**src/rtl/stopwatch_ctrl.sv**
```systemverilog
`default_nettype none
// ============================================================================
//  Module   : stopwatch_ctrl
//  Purpose  : Push-button front-end and run/pause/lap controller for the
//             stopwatch counter_n chain. Each raw key is synchronised,
//             debounced and turned into a one-cycle rising-edge pulse. The
//             pulses drive a four-state FSM, which generates the chain enable,
//             the chain reset and the display hold flag.
//  Ports    : clk      - system clock, rising edge
//             r        - synchronous active-high reset
//             tick     - one-cycle base-rate enable from the prescaler
//             key_ss   - raw start/stop button (asynchronous)
//             key_clr  - raw clear button (asynchronous)
//             key_lap  - raw lap button (asynchronous)
//             cnt_en   - enable to the first counter_n stage
//             cnt_r    - synchronous reset to all counter_n stages
//             hold     - display latches frozen while in LAP
//             state    - FSM state: 00 IDLE, 01 RUN, 10 PAUSE, 11 LAP
//  Revision : 1.0 - initial release
// ============================================================================
module stopwatch_ctrl #(
   parameter int DEB_N    = 20,
   parameter int DEB_BITS = 5
) (
   input  logic       clk,
   input  logic       r,
   input  logic       tick,
   input  logic       key_ss,
   input  logic       key_clr,
   input  logic       key_lap,
   output logic       cnt_en,
   output logic       cnt_r,
   output logic       hold,
   output logic [1:0] state
);

   typedef enum logic [1:0] {
      ST_IDLE  = 2'b00,
      ST_RUN   = 2'b01,
      ST_PAUSE = 2'b10,
      ST_LAP   = 2'b11
   } state_t;

   localparam logic [DEB_BITS-1:0] c_deb_last = DEB_BITS'(DEB_N - 1);
   localparam logic [DEB_BITS-1:0] c_deb_one  = DEB_BITS'(1);

   // Index 0 = start/stop, 1 = clear, 2 = lap
   logic [2:0] w_key_raw;
   logic [2:0] w_key_p;

   assign w_key_raw = {key_lap, key_clr, key_ss};

   // -------------------------------------------------------------------------
   // Per-key synchroniser, debouncer and rising-edge pulse generator
   // -------------------------------------------------------------------------
   generate
      for (genvar gi = 0; gi < 3; gi++) begin : g_key
         logic                r_sync1;
         logic                r_sync2;
         logic                r_deb;
         logic                r_deb_d;
         logic                r_pulse;
         logic [DEB_BITS-1:0] r_cnt;

         always_ff @(posedge clk) begin
            if (r) begin
               r_sync1 <= 1'b0;
               r_sync2 <= 1'b0;
               r_deb   <= 1'b0;
               r_deb_d <= 1'b0;
               r_pulse <= 1'b0;
               r_cnt   <= '0;
            end else begin
               r_sync1 <= w_key_raw[gi];
               r_sync2 <= r_sync1;
               // The counter tracks how many consecutive cycles the
               // synchronised level has disagreed with the accepted level.
               // The level is accepted on the DEB_N-th disagreeing cycle.
               if (r_sync2 == r_deb) begin
                  r_cnt <= '0;
               end else if (r_cnt == c_deb_last) begin
                  r_deb <= r_sync2;
                  r_cnt <= '0;
               end else begin
                  r_cnt <= r_cnt + c_deb_one;
               end
               // Edge detect on the accepted level, one cycle after it rises
               r_deb_d <= r_deb;
               r_pulse <= r_deb & ~r_deb_d;
            end
         end

         assign w_key_p[gi] = r_pulse;
      end
   endgenerate

   logic w_ss_p;
   logic w_clr_p;
   logic w_lap_p;

   assign w_ss_p  = w_key_p[0];
   assign w_clr_p = w_key_p[1];
   assign w_lap_p = w_key_p[2];

   // -------------------------------------------------------------------------
   // Control FSM with registered hold / chain reset
   // -------------------------------------------------------------------------
   state_t r_state;
   logic   r_hold;
   logic   r_cnt_r;
   logic   r_rst_d;   // stretches cnt_r over the first cycle after reset

   always_ff @(posedge clk) begin
      if (r) begin
         r_state <= ST_IDLE;
         r_hold  <= 1'b0;
         r_cnt_r <= 1'b1;
         r_rst_d <= 1'b1;
      end else begin
         r_rst_d <= 1'b0;
         r_cnt_r <= r_rst_d;
         case (r_state)
            ST_IDLE: begin
               if (w_ss_p) begin
                  r_state <= ST_RUN;
               end
            end
            ST_RUN: begin
               if (w_ss_p) begin
                  r_state <= ST_PAUSE;
               end else if (w_lap_p) begin
                  r_state <= ST_LAP;
                  r_hold  <= 1'b1;
               end
            end
            ST_LAP: begin
               if (w_ss_p) begin
                  r_state <= ST_PAUSE;
                  r_hold  <= 1'b0;
               end else if (w_lap_p) begin
                  r_state <= ST_RUN;
                  r_hold  <= 1'b0;
               end
            end
            ST_PAUSE: begin
               // Clear wins over a simultaneous start/stop
               if (w_clr_p) begin
                  r_state <= ST_IDLE;
                  r_cnt_r <= 1'b1;
               end else if (w_ss_p) begin
                  r_state <= ST_RUN;
               end
            end
            default: begin
               r_state <= ST_IDLE;
               r_hold  <= 1'b0;
            end
         endcase
      end
   end

   // Enable is combinational from the registered state so a tick arriving
   // in a RUN/LAP cycle reaches the counter in that same cycle.
   assign cnt_en = tick & ((r_state == ST_RUN) || (r_state == ST_LAP));
   assign cnt_r  = r_cnt_r;
   assign hold   = r_hold;
   assign state  = r_state;

endmodule
`default_nettype wire

```
**config.mk**
```make
export PLATFORM = sky130hd
export DESIGN_NAME = stopwatch_ctrl
export DESIGN_NICKNAME = d
export VERILOG_FILES = /design/src/rtl/stopwatch_ctrl.sv
export SDC_FILE = /design/constraint.sdc
export NUM_CORES = 1
export LEC_CHECK = 0
export ABC_AREA = 1
export CORE_UTILIZATION = 55
export CTS_CLUSTER_DIAMETER = 120
export CTS_CLUSTER_SIZE = 12
export DETAILED_ROUTE_END_ITERATION = 7
export GPL_ROUTABILITY_DRIVEN = 0
export PLACE_DENSITY = 0.84
export SLEW_MARGIN = 20
export SYNTH_ARGS = -nofsm -noshare
export SYNTH_HDL_FRONTEND = slang
export SYNTH_SLANG_ARGS = --single-unit
export TNS_END_PERCENT = 100
```
**constraint.sdc**
```tcl
create_clock -name clk -period 1.3 [get_ports clk]
set_input_delay 0.195 -clock clk [delete_from_list [all_inputs] [get_ports clk]]
set_output_delay 0.195 -clock clk [all_outputs]
set_load 0.005 [all_outputs]
```
==> results.cfg <==
[yosys]
synth_edf_count = 0
netlist_instances = 155
synthXorXnorAreaFrac_pct = 5.972
syn-num-nets = 164
ys.flop_type = dfxtp_1
ys_ff_latch = 35
synth_mux_area_share_pct = 0
yosys.area.top_type_share_pct = 53.08
synth_top_family_by_area = simple AND/OR/NAND/NOR gates
synthAdderAreaFrac_pct = 2.844
yosys_warnings = 0
syn_area_sq_mm = 0.001320
async_flop_share_pct = 0
seq_area_frac_synth_pct = 53.08
synth_top_cell_by_area = dfxtp_1
synth_simple_gate_area_share_pct = 23.89
synth_compound_area_share_pct = 5.308
yosys.cell_types.count = 21
synth_area_per_cell_sq_um = 8.516
synth_area_leaders = dfxtp_1 (53%), nor2_1 (8.2%), inv_1 (7.4%), nand3_1 (4.5%), nand2_1 (4.0%)

[clocking]
cts.path.max_buffers = 2
numClockSinks = 35
cts_buffers = 5
cts_max_level = 2
cts_tree = built
clockRootBuffer = clkbuf_4
clkLatencyLatePin_ps = 320
clkTransAtPathRegs_ps = 90

[place]
dp_slack_ps = -131.8
port_buffers = 10
dpl.hpwl_mm = 1.548

[detailed_routing]
via_per_inst = 4.896
top_layer = met4
met2_length_mm = 1.108
wire_per_inst_microns = 10.33
dr.pass1.iters = 4
ant_nets = 0
met1_length_microns = 865
routed_wl_mm = 2.086
wl_met3_microns = 80
vias = 989
drc = 0
first_iter_violations = 26

[final_layout]
multi_input_area_sq_um = 501.7
final_core_util_pct = 68.35
layout_common_cells = dfxtp_1 (32), nor2_1 (29), inv_1 (26), nand2_1 (14), nand3_1 (12)
drive_above_1_share_pct = 14.37
antennaDiodeCount = 0
seq_area_sq_um = 706.9
finalNetCount = 184
mostFrequentLayoutCell = dfxtp_1
fillers = 188
area.growth.synth_to_final_pct = 15.64

[worst_setup_path]
worst-path-max-fanout = 2
endpoint_kind = primary output
regToRegSetupSlack_ps = 180
cp.arrival_ps = 950
path_class = flip-flop to primary output
critPathRequiredTime_ps = 1110
start_kind = flip-flop

[run]
maxCapViolations = 0

[power_and_ir_drop]
pwr-share-clk_pct = 30.4
p_per_area_mw_per_mm2 = 1082
pwr-share-seq_pct = 66.0
ir_worst_vdd_uv = 700.9
leakage_nw = 0.6017
switching_share_pct = 20.90
switchingPower_mw = 0.3452
p_comb_share_pct = 3.7
p_int_mw = 1.307

[sta]
drv_slew = 0
finClkSkew_ps = 5.930
period_share_pct = 87.70
tightestPinTransition_ps = 201.1
relSlewSlack_pct = 86.59
finalWorstSetupSlack_ps = 159.9
fin_crit_ps = 1140
holdWs_ps = 380.9
setup_viol = 0
finalHoldViolations = 0
grt_setup_unrepaired = false
fmax_mhz = 877.1

[grt]
grt_pass1_vias = 969
track_usage_pct = 20.57
grt_pass1_wl_mm = 3.781
grt_max_degree = 21
grt-ovfl-total = 0
antenna_found_initial = 0

[die]
fp.dieArea_sq_mm = 0.002600
die_h_microns = 50.99
pin_count = 11
core_sq_mm = 0.002233
die_w_microns = 50.99
initial_core_util_pct = 59.10
rows = 17

[worst_hold_path]
holdCritPathClass = primary input to flip-flop

[status]
status = complete, no violations
==> state kept, by name, summed over array words and instances (netlist names) <==
name,cells
g_key.r_deb_d,3
g_key.r_pulse,3
g_key.r_sync2,3
g_key.r_cnt,15
g_key.r_sync1,3
r_rst_d,1
g_key.r_deb,3
hold,1
cnt_r,1
state,2
==> per-stage QoR <==
stage / instances / TNS, ps / power (mW) / cell area, sq um
6_report: 202 / 0 / 1.652 / 1526
5_1_grt: 202 / 0 / 1.742 / 1526
4_1_cts: 202 / 0 / 1.676 / 1531
3_5_place_dp: 193 / -131.8 / 1.179 / 1466
3_3_place_gp: 193 / -119.2 / 1.177 / 1466
2_1_floorplan: 155 / 0 / 1.150 / 1320
==> layout make-up <==
type / instances / area share [%]
flip-flops and latches: 35 / 46.31
well taps: 28 / 2.295
multi-input cells: 91 / 32.87
repair buffers: 15 / 9.180
inverters: 27 / 6.639
clock buffers: 6 / 2.705
==> power by group through the flow <==
stage | registers, mW | clock network, mW | logic, mW
after floorplan | 1.12 | 0 | 0.0340
after global placement | 1.12 | 0 | 0.0601
after detailed placement | 1.12 | 0 | 0.0620
after CTS | 1.09 | 0.525 | 0.0611
after global routing | 1.09 | 0.582 | 0.0680
final | 1.09 | 0.502 | 0.0604
==> synth_stat cells, types with 3 or more instances <==
cell type and n:
xor2_1 6, nor2_1 29, nor3_1 3, nand3_2 3, a21oi_2 3, a21oi_1 3
xnor2_1 3, inv_1 26, nor2_2 3, nand3_1 12, nand2_1 14, dfxtp_1 35
a31oi_1 3, nand4_1 3, ha_1 3
==> kinds of logic after synthesis <==
logic type | count (synthesis)
AND/OR/NAND/NOR | 68
flip-flops | 35
buffers and inverters | 29
AO/OA/AOI/OAI | 11
XOR/XNOR | 9
adder cells (fa/ha/maj) | 3
==> critical path, cell delays in order, from the launching register on <==
cell and delay [ps]:
dfxtp_2 330, buf_4 120, nand2_1 50, inv_1 30, clkbuf_2 100
==> final timing paths <==
kind                      from           endpoint  cells after the start
max                   state[0]             cnt_en                      4
min reg2reg   g_key[1].r_deb_d   g_key[1].r_pulse                      1
min                    key_clr   g_key[1].r_sync1                      3
max reg2reg  g_key[0].r_cnt[0]  g_key[0].r_cnt[4]                      6
==> what timing repair did <==
action | 4_1_cts | 5_1_grt
gates cloned | 0 | 0
hold endpoints to repair | 0 | 0
resized for setup | 10 | 1
setup endpoints to repair | 5 | 1
hold buffers | 0 | 0
setup buffers | 3 | 0
==> routing by layer <==
layer	track usage [%]	up-vias
met2	36.40	22
met4	15.28	0
met1	19.81	445
li1	-	518
met3	6.250	4
met5	0	-
(Power assumes the default switching activity.)
